`src/rtl/counter_prescaled.sv`:
```
// Bounded up/down counter driven by a free-running prescaler tick.
// The prescaler divides the system clock by DIV and produces a one-cycle tick. On each
// tick the counter steps by one in the requested direction, either wrapping or saturating
// at the [MIN_VAL, MAX_VAL] bounds. A synchronous load writes a clamped value.
module counter_prescaled #(
  parameter int unsigned WIDTH   = 6,
  parameter int unsigned MIN_VAL = 1,
  parameter int unsigned MAX_VAL = 63,
  parameter int unsigned DIV     = 100000000,
  parameter int unsigned PSC_W   = 32
) (
  input  logic             clk_i,
  input  logic             reset_i,
  input  logic             cnt_en_i,
  input  logic             up_dn_i,
  input  logic             sat_mode_i,
  input  logic             load_i,
  input  logic [WIDTH-1:0] load_val_i,
  output logic [WIDTH-1:0] cnt_o,
  output logic             tick_o,
  output logic             tc_o,
  output logic             at_max_o,
  output logic             at_min_o
);

  localparam logic [PSC_W-1:0] PscLast = PSC_W'(DIV - 1);
  localparam logic [WIDTH-1:0] MinV    = WIDTH'(MIN_VAL);
  localparam logic [WIDTH-1:0] MaxV    = WIDTH'(MAX_VAL);

  logic [PSC_W-1:0] psc_q, psc_d;
  logic             tick_q, tick_d;
  logic [WIDTH-1:0] cnt_q, cnt_d;
  logic             tc_q, tc_d;

  logic             psc_wrap;
  logic             step;
  logic             at_max, at_min;
  logic [WIDTH-1:0] load_clamped;

  assign at_max = (cnt_q == MaxV);
  assign at_min = (cnt_q == MinV);

  // A step uses the tick registered on the previous edge; load always wins over a step.
  assign step = tick_q & cnt_en_i & ~load_i;

  // Prescaler next state: count 0..DIV-1 and flag the wrap as the next tick.
  always_comb begin
    psc_wrap = (psc_q == PscLast);
    psc_d    = psc_wrap ? '0 : psc_q + PSC_W'(1);
    tick_d   = psc_wrap;
  end

  // Clamp the load value into the legal counter range.
  always_comb begin
    load_clamped = load_val_i;
    if (load_val_i < MinV) begin
      load_clamped = MinV;
    end else if (load_val_i > MaxV) begin
      load_clamped = MaxV;
    end
  end

  // Counter next state: load > step > hold; tc flags a step taken at the active bound.
  always_comb begin
    cnt_d = cnt_q;
    tc_d  = 1'b0;
    if (load_i) begin
      cnt_d = load_clamped;
    end else if (step) begin
      if (up_dn_i) begin
        if (at_max) begin
          cnt_d = sat_mode_i ? MaxV : MinV;
          tc_d  = 1'b1;
        end else begin
          cnt_d = cnt_q + WIDTH'(1);
        end
      end else begin
        if (at_min) begin
          cnt_d = sat_mode_i ? MinV : MaxV;
          tc_d  = 1'b1;
        end else begin
          cnt_d = cnt_q - WIDTH'(1);
        end
      end
    end
  end

  // State registers with synchronous active-high reset.
  always_ff @(posedge clk_i) begin
    if (reset_i) begin
      psc_q  <= '0;
      tick_q <= 1'b0;
      cnt_q  <= MinV;
      tc_q   <= 1'b0;
    end else begin
      psc_q  <= psc_d;
      tick_q <= tick_d;
      cnt_q  <= cnt_d;
      tc_q   <= tc_d;
    end
  end

  assign cnt_o    = cnt_q;
  assign tick_o   = tick_q;
  assign tc_o     = tc_q;
  assign at_max_o = at_max;
  assign at_min_o = at_min;

endmodule

```
`config.mk`:
```
export PLATFORM = sky130hd
export DESIGN_NAME = counter_prescaled
export DESIGN_NICKNAME = d
export VERILOG_FILES = /design/src/rtl/counter_prescaled.sv
export SDC_FILE = /design/constraint.sdc
export NUM_CORES = 1
export LEC_CHECK = 0
export BUFFER_PORTS_ARGS = -buffer_cell sky130_fd_sc_hd__buf_2
export CAP_MARGIN = 20
export CORE_MARGIN = 4
export CORE_UTILIZATION = 59
export DETAILED_ROUTE_END_ITERATION = 8
export PLACE_DENSITY = 0.79
export SETUP_SLACK_MARGIN = 0.3
export SLEW_MARGIN = 20
export SYNTH_ARGS = -nofsm -noshare
export SYNTH_HDL_FRONTEND = slang
export SYNTH_SLANG_ARGS = --single-unit
```
`constraint.sdc`:
```
create_clock -name clk_i -period 2.35 [get_ports clk_i]
set_input_delay 0.235 -clock clk_i [delete_from_list [all_inputs] [get_ports clk_i]]
set_output_delay 0.235 -clock clk_i [all_outputs]
set_load 0.03 [all_outputs]
```
# After elaboration in Yosys (flattened, before gate mapping)
# Cells that the tools add are included.
# word_totals
memories,0
elab_cells,31
ramBits,0
regBits,40
latchBits,0
mem_bits_ro,0
# op_classes
reduce_logical,3
eq_ne,3
n_mul,0
n_shift,0
bitwise,4
add_sub_neg,3
muxes,12
magnitude_cmp,2
n_div,0
# op_table
op,n
$mux W6,9
$add A32 B1 Y32 const B,1
$eq A32 B27 Y1 const B,1
$add A6 B1 Y6 const B,1
$eq A6 B1 Y1 const B,1
$eq A6 B6 Y1 const B,1
$gt A6 B6 Y1 const B,1
$lt A6 B1 Y1 const B,1
$sub A6 B1 Y6 const B,1
$mux W1,3
$reduce_or A3 Y1,1
$and A1 B1 Y1,2
$not A1 Y1,2
$reduce_bool A2 Y1,1
$reduce_or A2 Y1,1

# Depth between registers and ports, before layout
# Gate-level depths: netlist of run 1.
# logic_depth
depth_word,5
depth_mapped,6

# Worst setup path before layout of run 1
# Ideal clock, no wire load.
# synth_timing
path_kind,register to register
start,reg cnt_q[1] (netlist: cnt_o[1])
end,reg cnt_q[0] (netlist: cnt_o[0])
synth_period_minus_slack_ns,2.267
stages_incl_launch_ff,7
path_slack_ns,0.083
path_buffers,1
arrival_time_ns,2.161
required_time_ns,2.244
path_cell_list,dfxtp_1 > ha_1 > clkbuf_1 > nand3_1 > nor2_1 > a2111oi_0 > o311ai_0
# synth_between
elab_chain_cells,5
elab_cells_between_ends,7
cone_classes,2 x eq/ne; 5 x mux
# synth_lines
element,line_no,source
from (decl),32,"logic [WIDTH-1:0] cnt_q, cnt_d;"
from (signal assigned),93,cnt_q <= MinV;
from (signal assigned),98,cnt_q <= cnt_d;
$eq A6 B6 Y1,40,assign at_max = (cnt_q == MaxV);
net at_max_o,22,"output logic at_max_o,"
$mux W6,71,if (at_max) begin
$mux W6,70,if (up_dn_i) begin
$mux W6,69,end else if (step) begin
$mux W6,67,if (load_i) begin
# The timed path passes the listed nets, and every way through them passes these cells. The select of a mux whose other input is x is not followed.
# A chain may end at the register's enable or synchronous reset.

# Worst setup path in the final report of run 1
# layout_timing
start,reg cnt_q[0] (netlist: cnt_o[0])
end,out at_min_o
# layout_between
elab_chain_cells,1
# layout_lines
element,line_no,source
$eq A6 B1 Y1,41,assign at_min = (cnt_q == MinV);
to (decl),23,output logic at_min_o
# Every way passes these cells.

==> metrics.txt, run 1 <==
outcome complete, no violations; synth unique cells 54; Syn Area/Cell 8.18 µm²; Slew @ Worst Pin 0.476 ns; CTS tree done; setup tns final 0 ns; Final Hold Vio Count 0; Final Non-Filler Cells 349; RSZ-0062 raised after global routing no; number of vias per cell 6.56; Site Rows 22; ys flop type dfxtp_1; Placed Cells 341; IO Count 22; Synth Cell Area 0.00234 mm²; maximum clock insertion buffer count 2; sequential area share after synthesis 0.342; number of global-route vias before repair 2001; height of the chip 71.0 µm; Hold Crit Endpoint cnt_o[1]; Post-synth ARST share 0; internal cell power 1060 µW; clk_skew 0.0116 ns; Synth Warn # 0; arrival time at the worst endpoint 1.75 ns; DRT Pass-1 Iters 6; post-synthesis adder-cell area fraction 0.0214; RR Endpoint cnt_o[0]; Setup Crit Path Kind flip-flop to output port; port bufs 21; Setup-failing EPs final 0; post-synth top area cell dfxtp_1; maximum VDD drop 0.515 mV; Post-synth EDFFs 0; synthesized netlist cell count 286; Avg WL per Cell 15.7 µm; Compound-Gate Fraction of Synth Area 0.221; Worst Hold Launch load_val_i[1]; Simple-Gate Fraction of Synth Area 0.317; Post-CTS Setup Inserts 0; clock-pin slew on the worst setup and hold paths 0.08 ns; number of synthesized register bits 40; Iter 0 DRT Violations 266; switching share of total power 0.256; Comb pwr share 0.105; number of clock sinks 40; worst hold path cell count 3; n_diodes 0; share of post-route cells with drive strength above 1 0.169; Synth top area share 0.342; Crit Path Max Fanout 11; crit path launch type flip-flop; r2r setup slk 0.43 ns; Hold Crit Class primary input to flip-flop; later-pin clock latency in the skew report 0.30 ns; Synth Area in XOR/XNOR 0.0412; max-slew violations 0; sequential power share 0.497; largest family of logic cells by synthesized area simple AND/OR/NAND/NOR gates; fmax 504 MHz; Sw Pwr 367 µW; Hold Buf Count CTS 0; GRT Util Overall 0.220; Nets 316; global route total overflow 0; mux cell area share after synthesis 0.00428; ANT nets after route 0; commonest cells after routing, fill and taps aside 38 x dfxtp_1, 21 x a21oi_1, 20 x nor2_1, 20 x buf_2, 19 x nand2_1; Routed WL 5470 µm; die footprint 0.00503 mm²; initial antenna violation count 0; syn nets 302; Syn-to-layout area delta 10.9%; CTS buffer count 5; PD cells 552 mW/mm²; CP endpoint kind output port; fin crit share 0.844; root buf cell clkbuf_8; Final GP Congestion 0.911; commonest non-fill, non-tap cell in the layout dfxtp_1; Die Wd 71.0 µm; first-pass GRT wire length 9190 µm; worst reg2reg path depth 5; Rel. slew slack 0.675; htree depth 2; Static Leakage 0.000873 µW; Max Cap Viol 0; remaining routing DRC violations 0; clock share of power 0.397; Via Count 2288; CP required 2.12 ns; min Tclk post-route 1.98 ns; largest cells by area after synthesis dfxtp_1 34%, a21oi_1 4.5%, or4_1 4.2%; starting density of the core 0.625; CORE AREA 0.00374 mm²; FF-to-FF Start cnt_o[0]; Post-DP HPWL 3790 µm; largest net degree at the start of global routing 19
## power by group through the flow
stage               clock network [µW]  registers (µW)  logic (µW)
global route                       613             713         165
global placement                     0             724         144
detailed placement                   0             725         145
CTS                                576             709         146
floorplan                            0             726         103
finish                             568             711         150
## cell usage after synthesis (3+ instances only)
| cell | number |
|---|---|
| dfxtp_1 | 40 |
| a21oi_1 | 21 |
| nor2_1 | 21 |
| nand2_1 | 19 |
| or4_1 | 13 |
| clkbuf_1 | 12 |
| nand3_1 | 12 |
| nand4_1 | 12 |
| o21ai_0 | 12 |
| o31ai_1 | 12 |
| xor2_1 | 9 |
| a31oi_1 | 8 |
| and2_1 | 7 |
| inv_1 | 7 |
| nor3_1 | 7 |
| and4_1 | 6 |
| buf_2 | 6 |
| or3_1 | 6 |
| nor4_1 | 5 |
| ha_1 | 4 |
| a2111oi_0 | 3 |
| and3_1 | 3 |
## kinds of logic (layout without fill, tap and decap cells)
| kind of cell | Yosys count | in the layout |
|---|---|---|
| AOI/OAI and AO/OA | 76 | 76 |
| xor gates and xnor gates | 11 | 11 |
| adders and majority gates | 4 | 4 |
| buffers and inverters | 28 | 43 |
| DFF | 40 | 40 |
| muxes | 1 | 1 |
| and+or+nand+nor | 126 | 126 |
## state kept, by name, summed over array words and instances (netlist names)
signal  count
cnt_o       6
psc_q      32
tc_o        1
tick_o      1
## metrics by stage
stage           util  total power (µW)  hold WS, ns  area, µm²  setup WS [ns]
2_1_floorplan      -               830        0.381       2340          0.349
5_1_grt        0.693              1490        0.228       2590          0.301
3_5_place_dp   0.658               870        0.432       2460          0.291
6_report       0.693              1430        0.202       2590          0.367
3_3_place_gp   0.658               868        0.425       2460          0.395
4_1_cts        0.689              1430        0.207       2580          0.310
## layout make-up
class | count | area (µm²)
timing repair buffer | 28 | 160
tap | 48 | 60.1
sequential | 40 | 803
fill | 322 | 1150
clock buffer | 5 | 68.8
clock inverter | 3 | 42.5
inverter | 7 | 26.3
multi-input combinational | 218 | 1430
## per-layer routing
layer | wire [µm] | GRT usage | share of wire
met2 | 2570 | 0.350 | 0.47
met3 | 373 | 0.0568 | 0.068
met4 | 46 | 0.0543 | 0.0084
met5 | 0 | 0 | 0
met1 | 2470 | 0.298 | 0.45
## repair_timing
item,CTS,global route
endpoints found under the hold margin,0,0
resized for setup,2,5
setup endpoints to repair,2,5
## critical path: stages (launching register included)
cell and delay (ns):
dfxtp_2 0.48, ha_4 0.19, or4b_4 0.49, nor2_1 0.10
clkbuf_4 0.19
## worst max path at each step
| stage | startpoint | endpoint | slack (ns) |
|---|---|---|---|
| after floorplan | cnt_o[0] | cnt_o[0] | 0.35 |
| after global placement | cnt_o[0] | cnt_o[0] | 0.39 |
| after detailed placement | cnt_o[0] | cnt_o[0] | 0.29 |
| after CTS | cnt_o[1] | at_min_o | 0.31 |
| after global routing | cnt_o[0] | at_min_o | 0.30 |
| final | cnt_o[0] | at_min_o | 0.37 |
No activity file was read; power rests on OpenSTA's default activity.
==> run 2: changes to the inputs <==
==> constraint.sdc (replaced) <==
create_clock -name clk_i -period 2 [get_ports clk_i]
set_input_delay 0.2 -clock clk_i [delete_from_list [all_inputs] [get_ports clk_i]]
set_output_delay 0.2 -clock clk_i [all_outputs]
set_load 0.03 [all_outputs]
==> metrics.txt, run 2 (synthesis gave the netlist of run 1 again) <==
crit path launch type flip-flop; Syn-to-layout area delta 29.9%; Reg with most FFs psc_q; critical path's largest stage delay 0.60 ns; RSZ-0062 raised after global routing yes; Final GP Congestion 0.968; Hold Crit Class primary input to flip-flop; Setup-failing EPs final 0; CP Depth 4; Rel. slew slack 0.561; global route total overflow 0; initial antenna violation count 0; Critical Path Source cnt_o[3]; number of clock sinks 40; number of vias per cell 6.82; worst reg2reg path depth 5; number of global-route vias before repair 2133; CP endpoint at_min_o; Most common cell on crit path buf_6; PD cells 552 mW/mm²; CTS buffer count 5; commonest cells after routing, fill and taps aside 32 x buf_4, 21 x a21oi_1, 20 x dfxtp_1; GRT Util Overall 0.240; Routed WL 7170 µm; maximum clock insertion buffer count 2; commonest non-fill, non-tap cell in the layout buf_4; worst hold margin 0.183 ns; cell at the slowest stage of the critical path or4b_4; Buffers & Inverters on Critical Path 2; Crit Path Max Fanout 11; RR Endpoint psc_q[30]; setup tns final 0 ns; critical path cell sequence buf_6, or4b_4, nor2_4, buf_6; Die Wd 71.0 µm; port bufs 21; Via Count 2598; CP endpoint kind output port; height of the chip 71.0 µm; cell family with the largest share of critical-path delay simple AND/OR/NAND/NOR gates; CTS tree done; share of post-route cells with drive strength above 1 0.366; max-slew violations 0; htree depth 2; fill cell count 231; starting density of the core 0.625; die footprint 0.00503 mm²; first-pass GRT wire length 10000 µm; ANT nets after route 0; Max Cap Viol 0; r2r setup slk 0.21 ns; min Tclk post-route 1.82 ns; Slew @ Worst Pin 0.642 ns; Site Rows 22; IO Count 22; fin crit share 0.910; clk_skew 0.00631 ns; Iter 0 DRT Violations 393; Hold Buf Count CTS 0; arrival time at the worst endpoint 1.62 ns; Tot Pwr 1680 µW; CORE AREA 0.00374 mm²; maximum VDD drop 0.396 mV; fmax 550 MHz; max reg flops 32; largest net degree at the start of global routing 19; CP required 1.80 ns; worst hold path cell count 3; Post-DP HPWL 3960 µm; outcome complete, no violations; Setup Crit Path Kind flip-flop to output port; n_diodes 0; Nets 348; Final Hold Vio Count 0; remaining routing DRC violations 0; Static Leakage 0.00108 µW; later-pin clock latency in the skew report 0.30 ns; root buf cell clkbuf_8; FF-to-FF Start psc_q[17]; Avg WL per Cell 18.8 µm; clock-pin slew on the worst setup and hold paths 0.08 ns; DRT Pass-1 Iters 5
run 2: worst min path at each step:
| stage | startpoint | endpoint | slack [ns] |
|---|---|---|---|
| floorplan | load_val_i[1] | cnt_o[1] | 0.34 |
| global placement | psc_q[0] | psc_q[0] | 0.42 |
| detailed placement | psc_q[0] | psc_q[0] | 0.44 |
| CTS | load_val_i[0] | cnt_o[0] | 0.18 |
| global route | load_val_i[3] | cnt_o[3] | 0.20 |
| finish | load_val_i[3] | cnt_o[3] | 0.18 |
run 2: what timing repair did:
item	4_1_cts	5_1_grt
setup buffers	8	16
setup endpoints to repair	18	32
gates resized for setup	20	43
hold endpoints to repair	0	0
cloned	0	2
pin swaps	9	15
run 2: power breakdown:
part | internal, µW | total (µW) | switching [µW] | leakage, µW
clock network | 283 | 600 | 317 | 0.0000516
registers | 803 | 823 | 19.7 | 0.000335
logic | 110 | 255 | 145 | 0.000692
total | 1200 | 1680 | 481 | 0.00108
run 2: cell type report:
| cell class | instances | area [µm²] | share of cell area |
|---|---|---|---|
| inverter | 7 | 28.8 | 0.00947 |
| tap | 48 | 60.1 | 0.0198 |
| clock inverter | 2 | 13.8 | 0.00453 |
| timing repair buffer | 60 | 433 | 0.143 |
| sequential | 40 | 841 | 0.277 |
| multi-input combinational | 218 | 1580 | 0.520 |
| clock buffer | 6 | 82.6 | 0.0272 |
run 2: metal layers:
metal / share of wire / vias to the layer above / global-route usage / wire length [µm]
met5: 0 / - / 0 / 0
met4: 0.025 / 0 / 0.0585 / 182
met3: 0.084 / 26 / 0.0455 / 605
met2: 0.48 / 150 / 0.387 / 3460
met1: 0.41 / 1238 / 0.332 / 2920
li1: - / 1184 / - / -
run 2: through the flow:
| stage | cells | setup slack [ns] | util | instance area (µm²) |
|---|---|---|---|---|
| final | 381 | 0.181 | 0.811 | 3040 |
| after global routing | 381 | 0.156 | 0.811 | 3040 |
| after CTS | 363 | 0.176 | 0.744 | 2790 |
| after detailed placement | 347 | 0.155 | 0.682 | 2550 |
| after global placement | 347 | 0.229 | 0.682 | 2550 |
| after floorplan | 286 | 0.223 | - | 2390 |
run 2: tightest hold or removal path: cells and delay by family:
| family | cells | cell delay (ns) |
|---|---|---|
| and+or+nand+nor | 1 | 0.06 |
| AOI/OAI and AO/OA | 1 | 0.07 |
| buffers and inverters | 1 | 0.11 |
==> run 3: changes to the inputs <==
--- a/config.mk
+++ b/config.mk
@@ -7,10 +7,12 @@
 export LEC_CHECK = 0
 export BUFFER_PORTS_ARGS = -buffer_cell sky130_fd_sc_hd__buf_2
 export CAP_MARGIN = 20
+export CORE_ASPECT_RATIO = 1.4
 export CORE_MARGIN = 4
 export CORE_UTILIZATION = 59
 export DETAILED_ROUTE_END_ITERATION = 8
 export PLACE_DENSITY = 0.79
+export RECOVER_POWER = 100
 export SETUP_SLACK_MARGIN = 0.3
 export SLEW_MARGIN = 20
 export SYNTH_ARGS = -nofsm -noshare
==> metrics.txt, run 3 (synthesis gave the netlist of run 1 again) <==
sequential power share 0.473; Setup Crit Path Kind flip-flop to flip-flop; switching share of total power 0.266; number of clock sinks 40; PD cells 578 mW/mm²; Final Non-Filler Cells 368; Site Rows 26; die footprint 0.00505 mm²; remaining routing DRC violations 0; global route total overflow 0; root buf cell clkbuf_8; slack of the critical path 0.178 ns; port bufs 21; maximum clock insertion buffer count 2; r2r setup slk 0.18 ns; FF-to-FF Start psc_q[0]; Final Cell Area 0.00299 mm²; Sw Pwr 461 µW; setup tns final 0 ns; later-pin clock latency in the skew report 0.29 ns; Hold Crit Class primary input to flip-flop; commonest cells after routing, fill and taps aside 22 x dfxtp_1, 21 x buf_4, 18 x nand2_1, 18 x nor2_1, 17 x a21oi_1; worst hold path cell count 3; Hold Crit Endpoint cnt_o[1]; height of the chip 82.5 µm; CTS tree done; Die Wd 61.2 µm; GRT Util Overall 0.258; Top Usage Layer GRT met2; Iter 0 DRT Violations 210; Rel. slew slack 0.701; Worst Hold Launch load_val_i[1]; internal cell power 1270 µW; Final Hold Vio Count 0; Crit Path Max Fanout 9; worst reg2reg path depth 6; max reg flops 32; Syn-to-layout area delta 28.0%; max-slew violations 0; Routed WL 6750 µm; crit path launch type flip-flop; IO Count 22; clk_skew 0.00711 ns; Max Cap Viol 0; number of global-route vias before repair 2249; RR Endpoint psc_q[19]; CP endpoint kind flip-flop; Setup-failing EPs final 0; DP Area 0.00255 mm²; fmax 549 MHz; Avg WL per Cell 18.3 µm; outcome complete, no violations; n_diodes 0; starting density of the core 0.625; met3 Use GR 0.0420; htree depth 2; Comb pwr share 0.148; ANT nets after route 0; Nets 341; Slew @ Worst Pin 0.448 ns; M1 GR Usage 0.269; fin crit share 0.911; Placed Cells 342; fill cell count 251; clock-pin slew on the worst setup and hold paths 0.08 ns; DRT Pass-1 Iters 5; Reg with most FFs psc_q; Post-DP HPWL 4350 µm; Final GP Congestion 0.961; number of vias per cell 6.81; share of post-route cells with drive strength above 1 0.328; Hold Buf Count CTS 0; arrival time at the worst endpoint 2.00 ns; min Tclk post-route 1.82 ns; CP required 2.18 ns; CORE AREA 0.00374 mm²; Static Leakage 0.00102 µW; maximum VDD drop 0.614 mV; DP Worst Slack 0.116 ns; Via Count 2505; RSZ-0062 raised after global routing yes; met2 usage 0.478; CTS buffer count 5; clock share of power 0.379; largest net degree at the start of global routing 19; initial antenna violation count 0; first-pass GRT wire length 9920 µm; commonest non-fill, non-tap cell in the layout dfxtp_1
==> run 3: cell count changes in the layout (fill, tap and decap cells not counted), moves of 2 or more <==
| cell | delta |
|---|---|
| buf_4 | -11 |
| clkbuf_1 | +8 |
| buf_2 | -6 |
| a21oi_1 | -4 |
| a21oi_2 | +4 |
| dfxtp_2 | -3 |
| dfxtp_1 | +2 |
| nor3_1 | +2 |
| nor3_2 | -2 |
==> run 3: repair_timing <==
| action | CTS | global route |
|---|---|---|
| gates resized for setup | 22 | 44 |
| cloned | 0 | 3 |
| setup buffers | 6 | 9 |
| setup endpoints to repair | 32 | 33 |
| pin swaps | 3 | 14 |
==> run 3: metal layers <==
layer | wire (µm) | share of wire
met3 | 359 | 0.053
met1 | 2530 | 0.37
met2 | 3610 | 0.53
met5 | 0 | 0
met4 | 250 | 0.037
==> run 3: worst max-delay path by stage <==
stage	startpoint	end	depth (start not counted)
after floorplan	cnt_o[0]	cnt_o[5]	5
after global placement	cnt_o[1]	cnt_o[0]	6
after detailed placement	cnt_o[1]	cnt_o[0]	6
after CTS	cnt_o[0]	cnt_o[5]	5
after global routing	psc_q[0]	psc_q[23]	6
final	psc_q[0]	psc_q[19]	6
==> run 3: power groups by stage <==
stage / Clock, µW / Sequential (µW) / Combinational [µW]
after floorplan: 0 / 853 / 133
after global placement: 0 / 845 / 202
after detailed placement: 0 / 846 / 204
after CTS: 664 / 824 / 237
after global routing: 699 / 821 / 273
final: 656 / 819 / 255
==> run 3: area by class of cell <==
cell class              instances  area, µm²  share of cell area
multi-input cells             219       1590               0.532
flip-flops and latches         40        841               0.281
repair buffers                 52        362               0.121
clock buffers                   7        108              0.0359
well taps                      42       52.6              0.0176
inverters                       7       28.8             0.00961
clock inverters                 1       8.76             0.00293
==> run 3: critical path, cell delays in order, from the launching register on <==
cell     delay, ns
dfxtp_1       0.35
ha_1          0.44
nand3_1       0.29
o31ai_4       0.29
buf_6         0.16
buf_4         0.13
a21oi_1       0.04
==> run 3: stage by stage <==
step | util | hold WS [ns] | total power (µW)
after global routing | 0.800 | 0.175 | 1790
final | 0.800 | 0.171 | 1730
after CTS | 0.743 | 0.174 | 1720
after detailed placement | 0.683 | 0.435 | 1050
after floorplan | - | 0.345 | 986
after global placement | 0.683 | 0.426 | 1050
